===== src/rtl/scr_pkg.sv =====
// Shared types and constants for the text screen buffer controller.
// Latency: n/a (declarations only).
// Backpressure: n/a.
package scr_pkg;

    typedef enum logic {
        ST_IDLE  = 1'b0,
        ST_CLEAR = 1'b1
    } state_t;

    localparam int DEF_COLS  = 16;
    localparam int DEF_ROWS  = 4;
    localparam int NCELL     = DEF_COLS * DEF_ROWS;
    localparam int IW        = $clog2(NCELL);

    localparam logic [7:0] DEF_FILL    = 8'h20;
    localparam logic [7:0] CH_BS       = 8'h08;
    localparam logic [7:0] CH_LF       = 8'h0A;
    localparam logic [7:0] CH_FF       = 8'h0C;
    localparam logic [7:0] CH_CR       = 8'h0D;
    localparam logic [7:0] CH_PRINT_LO = 8'h20;
    localparam logic [7:0] CH_PRINT_HI = 8'h7E;

    // Round-robin history encoding: which requester won the last contention.
    localparam logic RR_CPU  = 1'b0;
    localparam logic RR_TERM = 1'b1;

    function automatic logic is_print(input logic [7:0] c);
        return (c >= CH_PRINT_LO) && (c <= CH_PRINT_HI);
    endfunction

endpackage


===== src/rtl/screen_buffer_ctrl_if.sv =====
// Bundle of CPU write, terminal stream, clear control and text-engine read signals.
// Latency: n/a (wiring only).
// Backpressure: cpu_wr_ack / term_ready are the producers' only stall indication.
interface screen_buffer_ctrl_if;

    logic                   cpu_wr_req;
    logic [scr_pkg::IW-1:0] cpu_wr_idx;
    logic [7:0]             cpu_wr_char;
    logic                   cpu_wr_ack;

    logic                   term_valid;
    logic [7:0]             term_char;
    logic                   term_ready;

    logic                   clr_req;
    logic                   clr_busy;

    logic [scr_pkg::IW-1:0] rd_addr;
    logic [7:0]             rd_char;
    logic [scr_pkg::IW-1:0] cursor;

    modport master (
        output cpu_wr_req, cpu_wr_idx, cpu_wr_char, term_valid, term_char, clr_req, rd_addr,
        input  cpu_wr_ack, term_ready, clr_busy, rd_char, cursor
    );

    modport slave (
        input  cpu_wr_req, cpu_wr_idx, cpu_wr_char, term_valid, term_char, clr_req, rd_addr,
        output cpu_wr_ack, term_ready, clr_busy, rd_char, cursor
    );

endinterface


===== src/rtl/scr_rr_arb2.sv =====
// Two-way round-robin arbiter: req[0]=CPU, req[1]=terminal; history favours the loser of the last tie.
// Latency: grant is combinational in the request cycle; history updates on the clock edge.
// Backpressure: en low forces no grant; requesters simply stay pending.
module scr_rr_arb2
    import scr_pkg::*;
(
    input  logic       clk,
    input  logic       rst_n,
    input  logic       en,
    input  logic [1:0] req,
    output logic [1:0] gnt
);

    logic rr_last;

    // Grant the sole requester, or on a tie the one that did not win last time.
    always_comb begin
        gnt = 2'b00;
        if (en) begin
            case (req)
                2'b01:   gnt = 2'b01;
                2'b10:   gnt = 2'b10;
                2'b11:   gnt = (rr_last == RR_TERM) ? 2'b01 : 2'b10;
                default: gnt = 2'b00;
            endcase
        end
    end

    // History only moves on a contended grant; reset favours the CPU on the first tie.
    always_ff @(posedge clk or negedge rst_n) begin
        if (!rst_n) begin
            rr_last <= RR_TERM;
        end else if (en && (req == 2'b11)) begin
            rr_last <= gnt[1] ? RR_TERM : RR_CPU;
        end
    end

endmodule


===== src/rtl/screen_buffer_ctrl.sv =====
// Owns the 64-cell text buffer: arbitrates CPU/terminal writes, decodes terminal control codes, runs clear sweeps.
// Latency: writes commit on the grant edge; rd_char is registered, 1 cycle after rd_addr, read-before-write.
// Backpressure: ack/ready low during a clear sweep or when the other requester wins; the read port never stalls.
module screen_buffer_ctrl
    import scr_pkg::*;
#(
    parameter int         COLS      = DEF_COLS,
    parameter int         ROWS      = DEF_ROWS,
    parameter logic [7:0] FILL_CHAR = DEF_FILL
)
(
    input  logic                clk,
    input  logic                rst_n,
    screen_buffer_ctrl_if.slave bus
);

    localparam int            NC       = COLS * ROWS;
    localparam logic [IW-1:0] COL_STEP = IW'(COLS);
    localparam logic [IW-1:0] ROW_MASK = ~IW'(COLS - 1);
    localparam logic [IW-1:0] LAST_IDX = IW'(NC - 1);

    state_t          state;
    logic [IW-1:0]   sweep_idx;
    logic [IW-1:0]   cursor_q;
    logic            clr_busy_q;
    logic [7:0]      rd_q;
    logic [7:0]      mem [NC];

    logic            arb_en;
    logic [1:0]      gnt;
    logic            cpu_gnt;
    logic            term_gnt;

    logic            wr_en;
    logic [IW-1:0]   wr_idx;
    logic [7:0]      wr_dat;

    // Writes are only arbitrated in IDLE when no clear is being requested.
    assign arb_en = (state == ST_IDLE) && !bus.clr_req;

    scr_rr_arb2 u_arb (
        .clk   (clk),
        .rst_n (rst_n),
        .en    (arb_en),
        .req   ({bus.term_valid, bus.cpu_wr_req}),
        .gnt   (gnt)
    );

    assign cpu_gnt        = gnt[0];
    assign term_gnt       = gnt[1];
    assign bus.cpu_wr_ack = cpu_gnt;
    assign bus.term_ready = term_gnt;
    assign bus.clr_busy   = clr_busy_q;
    assign bus.cursor     = cursor_q;
    assign bus.rd_char    = rd_q;

    // Single write port select: sweep, then CPU, then terminal printable/backspace.
    always_comb begin
        wr_en  = 1'b0;
        wr_idx = sweep_idx;
        wr_dat = FILL_CHAR;
        if (state == ST_CLEAR) begin
            wr_en = 1'b1;
        end else if (cpu_gnt) begin
            wr_en  = 1'b1;
            wr_idx = bus.cpu_wr_idx;
            wr_dat = bus.cpu_wr_char;
        end else if (term_gnt) begin
            if (is_print(bus.term_char)) begin
                wr_en  = 1'b1;
                wr_idx = cursor_q;
                wr_dat = bus.term_char;
            end else if ((bus.term_char == CH_BS) && (cursor_q != '0)) begin
                wr_en  = 1'b1;
                wr_idx = cursor_q - IW'(1);
            end
        end
    end

    // Cell array in flops so reset can fill every cell at once.
    always_ff @(posedge clk or negedge rst_n) begin
        if (!rst_n) begin
            for (int i = 0; i < NC; i++) begin
                mem[i] <= FILL_CHAR;
            end
        end else if (wr_en) begin
            mem[wr_idx] <= wr_dat;
        end
    end

    // Read port samples the array before this cycle's write lands.
    always_ff @(posedge clk or negedge rst_n) begin
        if (!rst_n) begin
            rd_q <= FILL_CHAR;
        end else begin
            rd_q <= mem[bus.rd_addr];
        end
    end

    // Control FSM: cursor movement, clear entry (request or form feed) and sweep counting.
    always_ff @(posedge clk or negedge rst_n) begin
        if (!rst_n) begin
            state      <= ST_IDLE;
            sweep_idx  <= '0;
            cursor_q   <= '0;
            clr_busy_q <= 1'b0;
        end else begin
            case (state)
                ST_IDLE: begin
                    if (bus.clr_req) begin
                        state      <= ST_CLEAR;
                        sweep_idx  <= '0;
                        cursor_q   <= '0;
                        clr_busy_q <= 1'b1;
                    end else if (term_gnt) begin
                        case (bus.term_char)
                            CH_CR: cursor_q <= cursor_q & ROW_MASK;
                            CH_LF: cursor_q <= cursor_q + COL_STEP;
                            CH_BS: begin
                                if (cursor_q != '0) begin
                                    cursor_q <= cursor_q - IW'(1);
                                end
                            end
                            CH_FF: begin
                                state      <= ST_CLEAR;
                                sweep_idx  <= '0;
                                cursor_q   <= '0;
                                clr_busy_q <= 1'b1;
                            end
                            default: begin
                                if (is_print(bus.term_char)) begin
                                    cursor_q <= cursor_q + IW'(1);
                                end
                            end
                        endcase
                    end
                end
                ST_CLEAR: begin
                    sweep_idx <= sweep_idx + IW'(1);
                    if (sweep_idx == LAST_IDX) begin
                        state      <= ST_IDLE;
                        clr_busy_q <= 1'b0;
                    end
                end
                default: begin
                    state      <= ST_IDLE;
                    clr_busy_q <= 1'b0;
                end
            endcase
        end
    end

endmodule


===== src/flat_wrapper.sv =====
// flat-port wrapper written by rule: the top's interface ports become plain ports
module screen_buffer_ctrl_flat import scr_pkg::*;
#(
    parameter int         COLS      = DEF_COLS,
    parameter int         ROWS      = DEF_ROWS,
    parameter logic [7:0] FILL_CHAR = DEF_FILL
)
  (clk, rst_n, bus_cpu_wr_req, bus_cpu_wr_idx, bus_cpu_wr_char, bus_term_valid, bus_term_char, bus_clr_req, bus_rd_addr, bus_cpu_wr_ack, bus_term_ready, bus_clr_busy, bus_rd_char, bus_cursor);
  screen_buffer_ctrl_if bus_i ();
  input  logic clk;
  input  logic rst_n;
  input wire logic [$bits(bus_i.cpu_wr_req)-1:0] bus_cpu_wr_req;
  input wire logic [$bits(bus_i.cpu_wr_idx)-1:0] bus_cpu_wr_idx;
  input wire logic [$bits(bus_i.cpu_wr_char)-1:0] bus_cpu_wr_char;
  input wire logic [$bits(bus_i.term_valid)-1:0] bus_term_valid;
  input wire logic [$bits(bus_i.term_char)-1:0] bus_term_char;
  input wire logic [$bits(bus_i.clr_req)-1:0] bus_clr_req;
  input wire logic [$bits(bus_i.rd_addr)-1:0] bus_rd_addr;
  output wire logic [$bits(bus_i.cpu_wr_ack)-1:0] bus_cpu_wr_ack;
  output wire logic [$bits(bus_i.term_ready)-1:0] bus_term_ready;
  output wire logic [$bits(bus_i.clr_busy)-1:0] bus_clr_busy;
  output wire logic [$bits(bus_i.rd_char)-1:0] bus_rd_char;
  output wire logic [$bits(bus_i.cursor)-1:0] bus_cursor;
  assign bus_i.cpu_wr_req = bus_cpu_wr_req;
  assign bus_i.cpu_wr_idx = bus_cpu_wr_idx;
  assign bus_i.cpu_wr_char = bus_cpu_wr_char;
  assign bus_i.term_valid = bus_term_valid;
  assign bus_i.term_char = bus_term_char;
  assign bus_i.clr_req = bus_clr_req;
  assign bus_i.rd_addr = bus_rd_addr;
  assign bus_cpu_wr_ack = bus_i.cpu_wr_ack;
  assign bus_term_ready = bus_i.term_ready;
  assign bus_clr_busy = bus_i.clr_busy;
  assign bus_rd_char = bus_i.rd_char;
  assign bus_cursor = bus_i.cursor;
  screen_buffer_ctrl #(.COLS(COLS), .ROWS(ROWS), .FILL_CHAR(FILL_CHAR)) u_core (.clk(clk), .rst_n(rst_n), .bus(bus_i));
endmodule

===== config.mk =====
export PLATFORM = sky130hd
export DESIGN_NAME = screen_buffer_ctrl_flat
export DESIGN_NICKNAME = d
export VERILOG_FILES = /design/src/rtl/scr_pkg.sv /design/src/rtl/screen_buffer_ctrl_if.sv /design/src/rtl/scr_rr_arb2.sv /design/src/rtl/screen_buffer_ctrl.sv /design/src/flat_wrapper.sv
export SDC_FILE = /design/constraint.sdc
export NUM_CORES = 1
export LEC_CHECK = 0
export BUFFER_PORTS_ARGS = -buffer_cell sky130_fd_sc_hd__buf_4
export CAP_MARGIN = 20
export CORE_UTILIZATION = 36
export CTS_BUF_LIST = sky130_fd_sc_hd__clkbuf_4 sky130_fd_sc_hd__clkbuf_8 sky130_fd_sc_hd__clkbuf_16
export DETAILED_ROUTE_END_ITERATION = 8
export GPL_TIMING_DRIVEN = 0
export SYNTH_ARGS = -nofsm -noshare
export SYNTH_HDL_FRONTEND = slang
export SYNTH_HIERARCHICAL = 1
export SYNTH_SLANG_ARGS = --single-unit

===== constraint.sdc =====
create_clock -name clk -period 3.9 [get_ports clk]
set_input_delay 0.78 -clock clk [delete_from_list [all_inputs] [get_ports clk]]
set_output_delay 0.78 -clock clk [all_outputs]
set_load 0.05 [all_outputs]

==> impl_metrics.tcl <==
set metrics [dict create \
    remaining_drc_errors 0 \
    dieHeight_um 267.3 \
    clk_pin_slew_ns 0.07 \
    yosysSeqAreaShare_pct 53.17 \
    leakagePower_nw 13.62 \
    clock.fmax_mhz 267.5 \
    met3_usage_pct 4.092 \
    use_met1_pct 27.80 \
    start_kind "flip-flop" \
    numPortBuffers 40 \
    n_fill_cell 6120 \
    status "complete, no violations" \
    cts-root-buf "clkbuf_16" \
    grt_pass1_vias 16430 \
    cts_buffers 57 \
    areaGrowthSynthToFinish_pct 20.64 \
    slew_violations 0 \
    hpwl_um 50460 \
    cts.sinks 535 \
    grt_overflow_total 0 \
    fin_crit_sh_pct 95.84 \
    ys_top_cells_by_count "mux2_2 (507), dfrtp_1 (469), mux4_2 (168), clkbuf_1 (88), dfstp_2 (66)" \
    place_ws_ns -1.476 \
    synth.net_count 1663 \
    multi_input_area_um2 11980 \
    io_pins 50 \
    num_rows 96 \
    setup_viol 0 \
    vias_per_cell 5.556 \
    syn_area_per_cell_um2 15.59 \
    synth-edff-count 0 \
    ys.flop_type "dfrtp_1" \
    nets 1834 \
    first_pass_iters 5 \
    maxCapViolations 0 \
    drive_above_1_share_pct 59.76 \
    setup_tns_ns 0 \
    p_clk_share_pct 36.7 \
    min_path_type "input port to asynchronous set/reset pin" \
    critical_path_class "flip-flop to flip-flop" \
    cts_buffer_depth 3 \
    start_util_pct 36.68 \
    place_congestion 0.8324 \
    synth_warnings 6 \
    comb_power_share_pct 21.1 \
    wl_um 71290 \
    period_needed_ns 3.738 \
    die_w_um 267.3 \
    grt_pass1_wl_um 107900 \
    required_ns 4.40 \
    placed_area_um2 27080 \
    yosysMostFrequentCell "mux2_2" \
    htree_levels 2 \
    crit_fanout 10 \
    wire_per_inst_um 25.68 \
    met2_usage_pct 32.58 \
    worst_slew_pin_slew_ns 1.075 \
    swShare_pct 29.05 \
    synthesis.instances 1625 \
    p_sw_w 0.004308 \
    rsz0062_at_grt "no" \
    synth_top_cell_area_share_pct 46.32 \
    seq_area_um2 13470 \
    cts_tree "yes" \
    synthTopCellsByArea "dfrtp_1 (46%), mux2_2 (23%), mux4_2 (15%)" \
    hold_viol_final 0 \
    fin_worst_skew_ns 0.01743 \
    final_cells 2776 \
    clk_latency_ns 0.62 \
    die_area_um2 71440 \
    vias 15420 \
    antenna_found_initial 1 \
    ir_worst_vdd_mv 0.3543 \
    floorplan.core_area_um2 69070 \
    p_int_w 0.01052 \
    syn_area_um2 25340 \
    fin_total_pwr_w 0.01483 \
    stdcell_area_um2 30570 \
    antenna_left 0 \
    cp_data_arrival_time_ns 4.23 \
    grt_busiest_layer "met2" \
    place_inst 2610 \
    slew_headroom_pct 28.30 \
    setup_ws_ns 0.1623 \
    end_kind "flip-flop" \
    ys_async_sr_fraction_pct 100.0 \
    ys_ff_latch 535 \
    grt_usage_pct 20.57 \
    seqPwrFrac_pct 42.2 \
    grt_max_degree 123 \
    yosysUniqueCellTypes 73 \
    powerDensity_nw_per_um2 485.0 \
    synth_top_cell_by_area "dfrtp_1" \
    drtIter0Drc 1164 \
    holdBufCountCts 0 \
]
## flip-flops by register name (all words and copies together), names as in the netlist
register / count
u_core/bus.clr_busy: 1
u_core/bus.cursor: 6
u_core/bus.rd_char: 8
u_core/mem: 512
u_core/state: 1
u_core/sweep_idx: 6
u_core/u_arb/rr_last: 1
## per-layer routing
metal	vias to the layer above	part of all wire, %
li1	6507	-
met1	8389	43
met2	400	48
met3	125	5.7
met4	2	3.6
met5	-	0.017
## worst max-delay path: stages (launching register included)
cell and delay (ns):
dfrtp_1 0.53, inv_1 0.17, ha_1 0.26, nand4bb_1 0.23, nand3_1 0.20, or3b_1 0.50, a41o_4 0.38, or3_1 0.38
buf_2 0.22, nor3_4 0.25, buf_12 0.17, mux2_2 0.34
## power by group through the flow
stage                     clock network (W)  logic [W]  registers (W)
final                               0.00544    0.00313        0.00626
after global routing                0.00579    0.00329        0.00630
after floorplan                           0    0.00152        0.00634
after CTS                           0.00557    0.00293        0.00626
after global placement                    0    0.00230        0.00633
after detailed placement                  0    0.00236        0.00635
## cells by family after synthesis
logic type               Yosys count  synth area share (%)
buffers and inverters            129                 1.985
AO/OA/AOI/OAI                     76                 2.143
adder cells (fa/ha/maj)            5                0.2469
flip-flops                       535                 53.17
XOR/XNOR                           6                0.2074
AND/OR/NAND/NOR                  193                 4.523
multiplexers                     681                 37.73
## placed cells by master, fill, tap and decap left out, types with 16 or more instances in the layout
cell       Yosys  final
clkbuf_16      0     58
clkbuf_4       0     26
nor2_4         2     26
nand2_1       44     32
nor2_1        21     17
o21ai_0       19     17
buf_4          0     68
mux4_2       168    168
clkbuf_1      88     73
dfstp_2       66     66
mux2_2       507    507
dfrtp_1      469    467
buf_1         17     16
buf_12         0     35
## what timing repair did
item                       4_1_cts  5_1_grt
setup endpoints to repair      512      501
gates resized for setup        112       25
setup buffers                   40       20
pin swaps                       31       11
## final cells by class
cell class / instances / area share, %
tap: 931 / 3.811
antenna: 1 / 0.008187
clock buffer: 93 / 5.853
timing repair buffer: 121 / 5.039
clock inverter: 14 / 0.3848
inverter: 9 / 0.1105
buffer: 111 / 1.515
multi-input combinational: 961 / 39.20
sequential: 535 / 44.08
## per-stage QoR
step / util [%] / hold WS, ns
global route: 44.25 / 0.1981
CTS: 43.61 / 0.1534
floorplan: - / 0.4526
global placement: 38.84 / 0.4628
finish: 44.26 / 0.1673
detailed placement: 39.21 / 0.4759
## worst paths after layout
check / startpoint / to / slack (ns) / depth (start not counted)
setup / recovery: u_core/bus.cursor[4]$_DFFE_PN0P_ / u_core/mem[44]$_DFFE_PN0P_ / 0.16 / 11
hold / removal: rst_n / u_core/mem[505]$_DFFE_PN0P_ / 0.17 / 1
setup reg to reg: u_core/bus.cursor[4]$_DFFE_PN0P_ / u_core/mem[44]$_DFFE_PN0P_ / 0.16 / 11
hold reg to reg: u_core/mem[55]$_DFFE_PN0P_ / u_core/mem[55]$_DFFE_PN0P_ / 0.49 / 1
max in group asynchronous: rst_n / u_core/mem[205]$_DFFE_PN1P_ / 1.66 / 4
min in group clk: bus_cpu_wr_req / u_core/u_arb/rr_last$_DFFE_PN1P_ / 0.45 / 3
Note: power is estimated with default switching activity, not from simulation.
